==> src/rtl/whack_pkg.sv <==
// Shared types and key-code mapping for the whack-a-mole game core.
package whack_pkg;

    localparam int HOLES = 9;

    typedef logic [3:0] hole_t;

    // Scanner codes: low two bits select the row, bits [3:2] the column.
    localparam logic [4:0] KEY_H0 = 5'h00;
    localparam logic [4:0] KEY_H1 = 5'h04;
    localparam logic [4:0] KEY_H2 = 5'h08;
    localparam logic [4:0] KEY_H3 = 5'h01;
    localparam logic [4:0] KEY_H4 = 5'h05;
    localparam logic [4:0] KEY_H5 = 5'h09;
    localparam logic [4:0] KEY_H6 = 5'h02;
    localparam logic [4:0] KEY_H7 = 5'h06;
    localparam logic [4:0] KEY_H8 = 5'h0A;

    // Returns {valid, hole index}; unmapped codes give valid=0.
    function automatic logic [4:0] code_to_hole(input logic [4:0] code);
        logic [4:0] r;
        r = 5'b0;
        case (code)
            KEY_H0: r = {1'b1, 4'd0};
            KEY_H1: r = {1'b1, 4'd1};
            KEY_H2: r = {1'b1, 4'd2};
            KEY_H3: r = {1'b1, 4'd3};
            KEY_H4: r = {1'b1, 4'd4};
            KEY_H5: r = {1'b1, 4'd5};
            KEY_H6: r = {1'b1, 4'd6};
            KEY_H7: r = {1'b1, 4'd7};
            KEY_H8: r = {1'b1, 4'd8};
            default: r = 5'b0;
        endcase
        return r;
    endfunction

    function automatic logic [HOLES-1:0] hole_to_onehot(input hole_t h);
        logic [HOLES-1:0] oh;
        oh = '0;
        for (int i = 0; i < HOLES; i++) begin
            oh[i] = (h == hole_t'(i));
        end
        return oh;
    endfunction

endpackage

==> src/rtl/sync_fifo.sv <==
// Single-clock show-ahead FIFO; dout is the head entry, or 0 while empty.
module sync_fifo #(
    parameter int DEPTH = 4,
    parameter int WIDTH = 4
) (
    input  logic                     clk,
    input  logic                     rst_n,
    input  logic                     push,
    input  logic [WIDTH-1:0]         din,
    input  logic                     pop,
    output logic [WIDTH-1:0]         dout,
    output logic                     full,
    output logic                     empty,
    output logic [$clog2(DEPTH):0]   count
);

    localparam int AW = $clog2(DEPTH);
    localparam int CW = AW + 1;

    logic [WIDTH-1:0] mem [DEPTH];
    logic [AW-1:0]    rd_ptr;
    logic [AW-1:0]    wr_ptr;
    logic             do_push;
    logic             do_pop;

    assign empty = (count == '0);
    assign full  = (count == CW'(DEPTH));
    // A push into a full FIFO still lands when the head leaves in the same cycle.
    assign do_pop  = pop & ~empty;
    assign do_push = push & (~full | do_pop);
    assign dout    = empty ? '0 : mem[rd_ptr];

    always_ff @(posedge clk or negedge rst_n) begin
        if (!rst_n) begin
            rd_ptr <= '0;
            wr_ptr <= '0;
            count  <= '0;
            for (int i = 0; i < DEPTH; i++) begin
                mem[i] <= '0;
            end
        end else begin
            if (do_push) begin
                mem[wr_ptr] <= din;
                wr_ptr      <= wr_ptr + AW'(1);
            end
            if (do_pop) begin
                rd_ptr <= rd_ptr + AW'(1);
            end
            if (do_push && !do_pop) begin
                count <= count + CW'(1);
            end else if (do_pop && !do_push) begin
                count <= count - CW'(1);
            end
        end
    end

endmodule

==> src/rtl/hit_event_queue.sv <==
// Key-scanner front end: resync, press detect, hole decode, repeat lockout, event FIFO.
// Optional macro HIT_EVT_DROPCNT_EN adds the saturating drop_cnt output.
module hit_event_queue
    import whack_pkg::*;
#(
    parameter int DEPTH          = 4,
    parameter int LOCKOUT_CYCLES = 2_000_000
) (
    input  logic             clk,
    input  logic             rst_n,
    input  logic             key_ready,
    input  logic [4:0]       key_code,
    output logic             evt_valid,
    output logic [3:0]       evt_hole,
    output logic [HOLES-1:0] evt_onehot,
    input  logic             evt_ready,
    output logic             ovf,
    input  logic             ovf_clr
`ifdef HIT_EVT_DROPCNT_EN
    ,
    output logic [7:0]       drop_cnt
`endif
);

    localparam int LW = $clog2(LOCKOUT_CYCLES + 1);
    localparam logic [LW-1:0] LOCK_LOAD = LW'(LOCKOUT_CYCLES - 1);

    logic                    s1, s2, s3;
    logic [4:0]              code_s1, code_s2;
    logic                    press;
    logic [4:0]              code_dec;
    logic                    cand_valid;
    hole_t                   cand_hole;
    hole_t                   last_hole;
    logic [LW-1:0]           lock_cnt;
    logic                    lock_drop;
    logic                    accept;
    logic                    ovf_drop;
    logic                    pop;
    logic                    fifo_full;
    logic                    fifo_empty;
    logic [3:0]              fifo_dout;
    logic [$clog2(DEPTH):0]  fifo_count;

    // The code bus is only sampled on the press edge, when it has been stable for two flops.
    always_ff @(posedge clk or negedge rst_n) begin
        if (!rst_n) begin
            s1      <= 1'b0;
            s2      <= 1'b0;
            s3      <= 1'b0;
            code_s1 <= '0;
            code_s2 <= '0;
        end else begin
            s1      <= key_ready;
            s2      <= s1;
            s3      <= s2;
            code_s1 <= key_code;
            code_s2 <= code_s1;
        end
    end

    assign press    = s2 & ~s3;
    assign code_dec = code_to_hole(code_s2);

    always_ff @(posedge clk or negedge rst_n) begin
        if (!rst_n) begin
            cand_valid <= 1'b0;
            cand_hole  <= '0;
        end else begin
            cand_valid <= press & code_dec[4];
            cand_hole  <= code_dec[3:0];
        end
    end

    assign lock_drop = cand_valid & (cand_hole == last_hole) & (lock_cnt != '0);
    assign accept    = cand_valid & ~lock_drop;

    always_ff @(posedge clk or negedge rst_n) begin
        if (!rst_n) begin
            last_hole <= '0;
            lock_cnt  <= '0;
        end else if (accept) begin
            last_hole <= cand_hole;
            lock_cnt  <= LOCK_LOAD;
        end else if (lock_cnt != '0) begin
            lock_cnt <= lock_cnt - LW'(1);
        end
    end

    // Handshake: an entry transfers on every clk edge where evt_valid and evt_ready are both
    // high; evt_valid never depends on evt_ready, and evt_ready while empty is ignored.
    assign pop      = evt_valid & evt_ready;
    assign ovf_drop = accept & fifo_full & ~pop;

    sync_fifo #(
        .DEPTH (DEPTH),
        .WIDTH (4)
    ) u_fifo (
        .clk   (clk),
        .rst_n (rst_n),
        .push  (accept),
        .din   (cand_hole),
        .pop   (pop),
        .dout  (fifo_dout),
        .full  (fifo_full),
        .empty (fifo_empty),
        .count (fifo_count)
    );

    assign evt_valid  = ~fifo_empty;
    assign evt_hole   = fifo_dout;
    assign evt_onehot = (fifo_count != '0) ? hole_to_onehot(fifo_dout) : '0;

    // Set has priority so an overflow in the clearing cycle is not lost.
    always_ff @(posedge clk or negedge rst_n) begin
        if (!rst_n) begin
            ovf <= 1'b0;
        end else if (ovf_drop) begin
            ovf <= 1'b1;
        end else if (ovf_clr) begin
            ovf <= 1'b0;
        end
    end

`ifdef HIT_EVT_DROPCNT_EN
    always_ff @(posedge clk or negedge rst_n) begin
        if (!rst_n) begin
            drop_cnt <= '0;
        end else if (lock_drop || ovf_drop) begin
            if (ovf_clr) begin
                drop_cnt <= 8'd1;
            end else if (drop_cnt != 8'hFF) begin
                drop_cnt <= drop_cnt + 8'd1;
            end
        end else if (ovf_clr) begin
            drop_cnt <= '0;
        end
    end
`endif

endmodule

==> config.mk <==
export PLATFORM = sky130hd
export DESIGN_NAME = hit_event_queue
export DESIGN_NICKNAME = d
export VERILOG_FILES = /design/src/rtl/whack_pkg.sv /design/src/rtl/sync_fifo.sv /design/src/rtl/hit_event_queue.sv
export SDC_FILE = /design/constraint.sdc
export NUM_CORES = 1
export LEC_CHECK = 0
export ABC_AREA = 1
export CORE_MARGIN = 5
export CORE_UTILIZATION = 40
export DETAILED_ROUTE_END_ITERATION = 10
export PLACE_DENSITY_LB_ADDON = 0.15
export SLEW_MARGIN = 20
export SYNTH_ARGS = -nofsm -noshare
export SYNTH_HDL_FRONTEND = slang
export SYNTH_HIERARCHICAL = 1
export SYNTH_SLANG_ARGS = --single-unit
==> constraint.sdc <==
create_clock -name clk -period 3.1 [get_ports clk]
set_clock_uncertainty 0.2 [all_clocks]
set_input_delay 0.62 -clock clk [delete_from_list [all_inputs] [get_ports clk]]
set_output_delay 0.62 -clock clk [all_outputs]
set_load 0.01 [all_outputs]
# Word level (Yosys, flattened, before mapping)
# Memory sizes are Yosys's and may differ from the RTL's.
# Index checks and enable logic that the tools add are counted.
totals:
  romBits: 80
  n_memories: 1
  ff_bits: 67
mem_list:
  columns: ["memory", "words", "word_bits", "read_ports", "rd_clocked_by_memory_dff", "write_ports", "line", "source"]
  rows:
  - ["(name not given)", 16, 5, 1, 0, 0, "whack_pkg.sv:23", "case (code)"]
op_classes:
  n_eq_ne: 10
  addsub: 5
  n_reduce_logical: 12
  n_bitwise: 18
  order_cmp: 3
  mux: 15
ops:
  columns: ["op", "n"]
  rows:
  - ["21-bit two-way mux", 2]
  - ["21-bit nonzero test", 1]
  - ["21-bit by 1-bit subtractor with 21-bit output, second input constant", 1]
  - ["16-bit bitwise mux", 1]
  - ["4-bit by 3-bit equality test with 1-bit output, second input constant", 4]
  - ["4-bit two-way mux", 4]
  - ["1-bit bitwise AND", 10]
  - ["9-bit two-way mux", 1]
  - ["4-bit binary-select mux with 2-bit select", 1]
  - ["4-bit demux with 2-bit select", 1]
  - ["4-bit by 2-bit equality test with 1-bit output, second input constant", 2]
  - ["3-bit >= comparator, second input constant", 2]
  - ["3-bit two-way mux", 2]
  - ["2-bit NOT with 3-bit output", 2]
  - ["2-bit nonzero test", 3]
  - ["5-bit two-way mux", 1]
  - ["1-bit NOT", 5]
  - ["2-bit by 1-bit adder with 2-bit output, second input constant", 2]
  - ["4-bit by 1-bit equality test with 1-bit output, second input constant", 1]
  - ["4-bit equality test", 1]
  - ["4-bit equality test, second input constant", 1]
  - ["4-bit zero test", 1]
  - ["3-bit by 1-bit adder with 3-bit output, second input constant", 1]
  - ["3-bit equality test, second input constant", 1]
  - ["other kinds (8)", 12]

# Depth between registers and ports, before layout
# Gate-level depths: netlist of run 1.
logic_depth:
  ltp_word: 10
  mapped_depth: 18
  mapped_depth_nobuf: 17

# Modules after synthesis
# Netlist of run 1, hierarchy kept.
by_module_without_submodules:
  columns: ["mod", "instances", "cells_per_inst", "area_each_um2", "seq_area_each_um2"]
  rows:
  - ["hit_event_queue", 1, 293, 2308.5, 1101.1]
  - ["sync_fifo", 1, 153, 1266.2, 575.6]

# Least setup slack after synthesis of run 1
# Ideal clock, no wire load.
synth_timing:
  kind: "reg-to-reg"
  start: "register lock_cnt[0]"
  end: "register u_fifo.count[2]"
  path_stages_with_launch: 18
  setup_time_ps: 123
  path_slack_ps: 434
  n_path_buf: 1
  required_time_ps: 2777
  arrival_ps: 2344
  path_cell_list: "dfrtp_1 -> inv_1 -> ha_1 -> nand2_2 -> nor2_4 -> nand3_4 -> nand2_4 -> nand2_2 -> buf_6 -> inv_4 -> nand2_1 -> inv_1 -> ha_1 -> inv_1 -> fa_1 -> nand2_1 -> nand3_1 -> xor2_1"
synth_via:
  elab_chain_len: 8
  elab_cells_between_ends: 10
  classes_between: "1 x mux; 4 x bitwise; 5 x reduce/logical"
synth_lines:
  columns: ["item", "line", "source"]
  rows:
  - ["start, declared", "hit_event_queue.sv:35", "logic [LW-1:0] lock_cnt;"]
  - ["start signal, assigned", "hit_event_queue.sv:86", "lock_cnt <= lock_cnt - LW'(1);"]
  - ["21-bit nonzero test (*)", "hit_event_queue.sv:75", "assign lock_drop = cand_valid & (cand_hole == last_hole) & (lock_cnt != '0);"]
  - ["1-bit bitwise AND (*)", "hit_event_queue.sv:75", null]
  - ["1-bit NOT (*)", "hit_event_queue.sv:76", "assign accept = cand_valid & ~lock_drop;"]
  - ["1-bit bitwise AND (*)", "hit_event_queue.sv:76", null]
  - ["via accept", "hit_event_queue.sv:37", "logic accept;"]
  - ["1-bit bitwise AND (*)", "sync_fifo.sv:30", "assign do_push = push & (~full | do_pop);"]
  - ["via u_fifo.do_push", "sync_fifo.sv:23", "logic do_push;"]
  - ["1-bit zero test", "sync_fifo.sv:51", "end else if (do_pop && !do_push) begin"]
  - ["1-bit logical AND", "sync_fifo.sv:51", null]
  - ["2-bit nonzero test (no line)", null, null]
  - ["end signal, assigned", "sync_fifo.sv:50", "count <= count + CW'(1);"]
  - ["end signal, assigned", "sync_fifo.sv:52", "count <= count - CW'(1);"]
  - ["end, declared", "sync_fifo.sv:14", "output logic [$clog2(DEPTH):0] count"]
# Mark *: on every way through the listed nets, which the timed path passes. The rest lies on a longest branch.
# A chain may end at the register's enable or synchronous reset.

# Final worst setup path of run 1
layout_timing:
  start: "register u_fifo.rd_ptr[1]"
  end: "output port evt_onehot[2]"
layout_via:
  elab_chain_len: 7
layout_lines:
  columns: ["item", "line", "source"]
  rows:
  - ["start, declared", "sync_fifo.sv:21", "logic [AW-1:0] rd_ptr;"]
  - ["start signal, assigned", "sync_fifo.sv:47", "rd_ptr <= rd_ptr + AW'(1);"]
  - ["2-bit NOT with 3-bit output (not written as such)", "sync_fifo.sv:31", "assign dout = empty ? '0 : mem[rd_ptr];"]
  - ["4-bit binary-select mux with 2-bit select", "sync_fifo.sv:31", null]
  - ["4-bit two-way mux (not written as such) (2 in series)", "sync_fifo.sv:31", null]
  - ["4-bit two-way mux", "sync_fifo.sv:31", null]
  - ["4-bit by 2-bit equality test with 1-bit output", "whack_pkg.sv:42", "oh[i] = (h == hole_t'(i));"]
  - ["9-bit two-way mux", "hit_event_queue.sv:112", "assign evt_onehot = (fifo_count != '0) ? hole_to_onehot(fifo_dout) : '0;"]
  - ["end, declared", "hit_event_queue.sv:15", "output logic [HOLES-1:0] evt_onehot,"]
# No other way between the ends. The select of a mux whose other input is x is not followed.

==> results of run 1 <==
[Yosys cell counts, types with 2 or more instances]
master / count / share of area
xor2_1: 4 / 0.0098
a21oi_1: 7 / 0.0098
nand2_1: 128 / 0.13
or2_2: 2 / 0.0035
ha_1: 10 / 0.035
buf_4: 3 / 0.0063
nand3b_1: 6 / 0.013
nor3_1: 4 / 0.0056
nor2_2: 3 / 0.0053
nand2_2: 4 / 0.0070
buf_2: 3 / 0.0042
nand3_1: 35 / 0.049
buf_6: 3 / 0.0094
xnor2_1: 5 / 0.012
nor2_4: 4 / 0.013
nand3_4: 4 / 0.020
dfrtp_1: 67 / 0.47
nand4_1: 17 / 0.030
inv_1: 52 / 0.055
nor2_1: 59 / 0.062
o21ai_0: 12 / 0.017
[registers in the layout, summed over array words and instances (netlist names)]
signal / cells
cand_hole: 4
cand_valid: 1
code_s1: 5
code_s2: 5
last_hole: 4
lock_cnt: 21
ovf: 1
s1: 1
s2: 1
s3: 1
u_fifo/count: 3
u_fifo/mem: 16
u_fifo/rd_ptr: 2
u_fifo/wr_ptr: 2
[worst reg2reg max path, cell delays in order, from the launching register on]
cell and delay, ns:
dfrtp_1 0.38, inv_1 0.09, ha_1 0.27, nand2_2 0.15, nor2_4 0.16, nand3_4 0.09, nand2_4 0.08, nand2_2 0.07
inv_4 0.06, nand2_1 0.07, inv_1 0.08, ha_1 0.17, inv_1 0.07, fa_1 0.38, nand2_1 0.08, nand3_1 0.08
xor2_1 0.14
[power by group through the flow]
stage               logic, mW  registers, mW  clock network (mW)
floorplan               0.871           1.22                   0
global placement         1.14           1.29                   0
detailed placement       1.15           1.29                   0
CTS                      1.18           1.27               0.786
global route             1.37           1.30               0.829
finish                   1.21           1.27               0.765
[logic make-up after synthesis]
family / Yosys count / share of synthesized area
fa+ha+maj: 11 / 0.0406
flops: 67 / 0.469
buf+inv: 65 / 0.0795
mux: 1 / 0.00315
simple gates: 271 / 0.353
compound gates: 22 / 0.0326
xor+xnor: 9 / 0.0220
[cell type report]
cell class | count | area [um2]
Clock inverter | 7 | 81.3
Multi-Input combinational cell | 314 | 1630
Clock buffer | 9 | 124
Inverter | 54 | 206
Timing Repair Buffer | 35 | 333
Sequential cell | 67 | 1680
Fill cell | 834 | 4530
Tap cell | 108 | 135
[per-layer routing]
metal	GRT usage	vias to the layer above	wire length [um]
met4	0.0601	0	131
met1	0.196	1345	3640
met2	0.224	37	3380
met5	0	-	0
li1	-	1475	-
met3	0.0271	12	225
[timing repair]
action	CTS	global route
endpoints found under the setup margin	9	7
gates resized for setup	7	11
setup buffers	1	3
hold buffers	0	0
pin swaps	0	1
[final timing paths]
path / start / to / slack (ns)
worst min-delay path: rst_n / u_fifo/mem[2] / 0.13
min in group clk: code_s1[4] / code_s2[4] / 0.15
worst max-delay path: u_fifo/rd_ptr[1] / evt_onehot[2] / 0.23
worst max register to register: lock_cnt[0] / u_fifo/count[2] / 0.37
max in group asynchronous: rst_n / u_fifo/rd_ptr[0] / 1.89
worst min register to register: code_s1[4] / code_s2[4] / 0.15
[stage by stage]
step / power [mW] / area (um2)
after CTS: 3.24 / 4140
after detailed placement: 2.44 / 3920
after floorplan: 2.09 / 3570
after global routing: 3.50 / 4190
after global placement: 2.43 / 3920
final: 3.24 / 4190
==> impl_metrics.yaml, run 1 <==
drt:
  num_vias: 2869
  dr.pass1.iters: 4
  ant_nets: 0
  drcViolationCount: 0
  wire_per_inst_um: 12.4
  drt_iter0_markers: 135
  drt-vias-per-instance: 4.83
  routed_wl_mm: 7.38
synth:
  syn_inst: 446
  avgSynthCellArea_um2: 8.01
  synth_flop_cell: "dfrtp_1"
  syn_area_um2: 3570
  synth-async-reset-ratio: 1.00
  synth_cell_types: 35
  synth_warnings: 6
  yosys_register_bits: 67
  synth_edf_count: 0
  synth_nets: 467
  ys_seq_area_frac: 0.469
layout:
  most-common-layout-cells: "nand2_1 (128), dfrtp_1 (65), nor2_1 (59)"
  fin_nets: 502
  area_delta_synth_final_pct: 17.2
  drive_gt1_frac: 0.117
  diodes: 0
  final_core_util: 0.480
  fin_cells: 594
  layout_commonest_cell: "nand2_1"
pwr:
  p_seq_frac: 0.392
  p_leak_nw: 2.21
  p_per_area_nw_per_um2: 774
  p_sw_mw: 1.29
  switching_share: 0.397
  combPwrFrac: 0.372
  intPower_mw: 1.95
  p_clk_frac: 0.236
  irDropWorstVdd_mv: 0.419
setup_path:
  crit_fanout: 8
  critPathCaptureType: "output pin"
  reg2regPathDepth: 16
  crit_family: "simple AND/OR/NAND/NOR gates"
  start_kind: "flop"
  slowest_stage: "dfrtp_1"
  crit_type: "reg -> out"
  crit_buf_inv: 3
  worstPathArrival_ns: 2.05
  cpPeakStageDelay_ns: 0.39
  critical_path.cell_chain: "inv_1 -> nor2_1 -> o21ai_0 -> a21oi_2 -> inv_1 -> or2_2 -> nor2_1 -> dlygate4sd2_1"
  critPathRequiredTime_ns: 2.28
  worst-path-stages: 8
die:
  die-area_um2: 10900
  die_w_um: 105
  start_util: 0.410
  rows: 34
  fp.coreArea_um2: 8720
  io_pins: 25
  dieHeight_um: 105
global_routing:
  grt_pass1_vias: 2817
  grt_use_total: 0.143
  grt_max_degree: 34
  antenna_found_initial: 0
  grt_overflow: 0
  grt_pass1_wl_mm: 13.0
sta:
  drv_slew: 0
  setup_ws_ns: 0.234
  relSlewSlack: 0.500
  setup_violations: 0
  final.period_utilization: 0.925
  grt_setup_unrepaired: "no"
  period_needed_ns: 2.87
  final_hold_viol_count: 0
  whs_ns: 0.128
  tns_ns: 0
  fmax_ghz: 0.349
  tightest_slew_ns: 0.750
cts:
  clk_pin_slew_ns: 0.09
  cts_tree: "done"
  clk_latency_ns: 0.35
  cts_root_buf: "clkbuf_8"
  numCtsBuffers: 9
  clock-sinks: 67
  clk_path_buf_depth: 2
  h-tree-depth: 3
outcome:
  status: "complete, no violations"
placed_design:
  io_buffers: 24
  place.gp.congestion: 0.859
  dp_cells: 574
  dp_hpwl_mm: 5.41
  dpl_worst_slack_ns: 0.165
job:
  maxCapViolCount: 0
worst_hold_path:
  min_path_type: "in -> async"
(Power assumes the default switching activity.)
==> run 2, diff against run 1 <==
--- a/config.mk
+++ b/config.mk
@@ -10,6 +10,7 @@
 export CORE_UTILIZATION = 40
 export DETAILED_ROUTE_END_ITERATION = 10
 export PLACE_DENSITY_LB_ADDON = 0.15
+export SKIP_LAST_GASP = 1
 export SLEW_MARGIN = 20
 export SYNTH_ARGS = -nofsm -noshare
 export SYNTH_HDL_FRONTEND = slang
==> run 2 against run 1 <==
- combinational power is essentially flat
- final cell count grew 0.17%
- die area is the same
- sequential power is essentially flat
- sequential cell count is the same
- utilization grew 0.10 points
- power grew 0.39%
- wire length grew 0.37%
- global-route usage is the same
- setup slack lost 0.14 ns
- non-clock buffer count grew 1
- via count grew 0.17%
- largest power group unchanged
==> impl_metrics.yaml, run 2 (synthesis results as in run 1) <==
die:
  rows: 34
  die-area_um2: 10900
  dieHeight_um: 105
  fp.coreArea_um2: 8720
  die_w_um: 105
  io_pins: 25
  start_util: 0.410
layout:
  largest_reg_flops: 21
  fin_nets: 503
  most-common-layout-cells: "nand2_1 (128), dfrtp_1 (65), nor2_1 (59)"
  top_regs: "lock_cnt x21, u_fifo/mem x16"
  diodes: 0
  top_register: "lock_cnt"
  layout_commonest_cell: "nand2_1"
  area_delta_synth_final_pct: 17.4
  drive_gt1_frac: 0.121
  final_cell_area_um2: 4200
  fin_cells: 595
sta:
  grt_setup_unrepaired: "yes"
  tightest_slew_ns: 0.747
  final_hold_viol_count: 0
  period_needed_ns: 3.00
  relSlewSlack: 0.502
  setup_violations: 0
  drv_slew: 0
  final.period_utilization: 0.969
  setup_ws_ns: 0.0956
  whs_ns: 0.127
  fmax_ghz: 0.333
global_routing:
  grt_use_total: 0.143
  grt_max_degree: 34
  grt_pass1_wl_mm: 13.0
  grt_overflow: 0
  antenna_found_initial: 0
  grt_pass1_vias: 2817
placed_design:
  dpl_worst_slack_ns: 0.165
  place.gp.congestion: 0.859
  dp_cells: 574
  dp_hpwl_mm: 5.41
  placedInstanceArea_um2: 3920
  io_buffers: 24
cts:
  cts_tree: "done"
  h-tree-depth: 3
  clock-sinks: 67
  clk_latency_ns: 0.35
  clk_path_buf_depth: 2
  numCtsBuffers: 9
  clk_pin_slew_ns: 0.09
  cts_root_buf: "clkbuf_8"
drt:
  wire_per_inst_um: 12.4
  routed_wl_mm: 7.40
  drt_iter0_markers: 152
  ant_nets: 0
  drcViolationCount: 0
  num_vias: 2874
  dr.pass1.iters: 4
  drt-vias-per-instance: 4.83
pwr:
  p_per_area_nw_per_um2: 775
  combPwrFrac: 0.376
  switching_share: 0.396
  p_sw_mw: 1.29
  intPower_mw: 1.96
  p_clk_frac: 0.235
  finalPower_mw: 3.25
  p_leak_nw: 2.21
  irDropWorstVdd_mv: 0.419
  p_seq_frac: 0.389
job:
  maxCapViolCount: 0
worst_hold_path:
  min_path_type: "in -> async"
setup_path:
  crit_fanout: 9
  critPathCaptureType: "output pin"
  worstPathArrival_ns: 2.18
  critPathRequiredTime_ns: 2.28
  start_kind: "flop"
  crit_type: "reg -> out"
outcome:
  status: "complete, no violations"
[run 2: cell types whose count changed in the layout (fill, tap and decap cells not counted)]
cell / before / now
clkdlybuf4s50_1: 14 / 15
inv_2: 1 / 2
o21ai_1: 2 / 1
o21ai_0: 11 / 12
inv_1: 51 / 50
buf_4: 11 / 12
dlygate4sd2_1: 2 / 1
[run 2: power groups by stage]
stage,Combinational [mW],Sequential [mW],Clock (mW)
6_report,1.23,1.26,0.764
5_1_grt,1.39,1.30,0.829
3_5_place_dp,1.15,1.29,0
2_1_floorplan,0.871,1.22,0
3_3_place_gp,1.14,1.29,0
4_1_cts,1.18,1.27,0.786
[run 2: path summary, 6_finish.rpt]
| check | startpoint | end | slack [ns] | cells after the start |
|---|---|---|---|---|
| setup / recovery | u_fifo/rd_ptr[0] | evt_onehot[4] | 0.1 | 7 |
| hold / removal | rst_n | u_fifo/mem[2] | 0.13 | 1 |
| setup reg to reg | lock_cnt[0] | u_fifo/count[2] | 0.35 | 16 |
| hold reg to reg | code_s1[4] | code_s2[4] | 0.15 | 0 |
| max in group asynchronous | rst_n | u_fifo/rd_ptr[0] | 1.89 | 2 |
| min in group clk | code_s1[4] | code_s2[4] | 0.15 | 0 |
[run 2: worst max-delay path, stage by stage, from the launching register on]
cell and delay (ns):
dfrtp_2 0.43, clkinv_2 0.13, o21ai_0 0.26, a21oi_2 0.13, nor2_1 0.18, inv_1 0.07
nor2_1 0.10, clkdlybuf4s50_1 0.54
[run 2: per-layer routing]
metal	routed length [um]	track usage	vias to the layer above	share of wire
li1	-	-	1477	-
met1	3660	0.196	1354	0.49
met5	0	0	-	0
met4	116	0.0601	0	0.016
met3	218	0.0271	10	0.029
met2	3410	0.224	33	0.46
[run 2: area by class of cell]
cell class,instances,area [um2]
Multi-Input combinational cell,314,1630
Timing Repair Buffer,36,342
Sequential cell,67,1680
Clock buffer,9,124
Inverter,54,206
Clock inverter,7,81.3
Tap cell,108,135
Fill cell,831,4520
[run 2: through the flow]
step | utilization | setup TNS [ns]
6_report | 0.481 | 0
5_1_grt | 0.481 | -0.0233
4_1_cts | 0.475 | -0.0366
3_5_place_dp | 0.449 | 0
3_3_place_gp | 0.449 | 0
2_1_floorplan | - | 0
[run 2: repair_timing]
item                                    4_1_cts  5_1_grt
hold buffers                                  0        0
gates resized for setup                       6       11
endpoints found under the setup margin        9        8
pin swaps                                     0        2
setup buffers                                 1        4
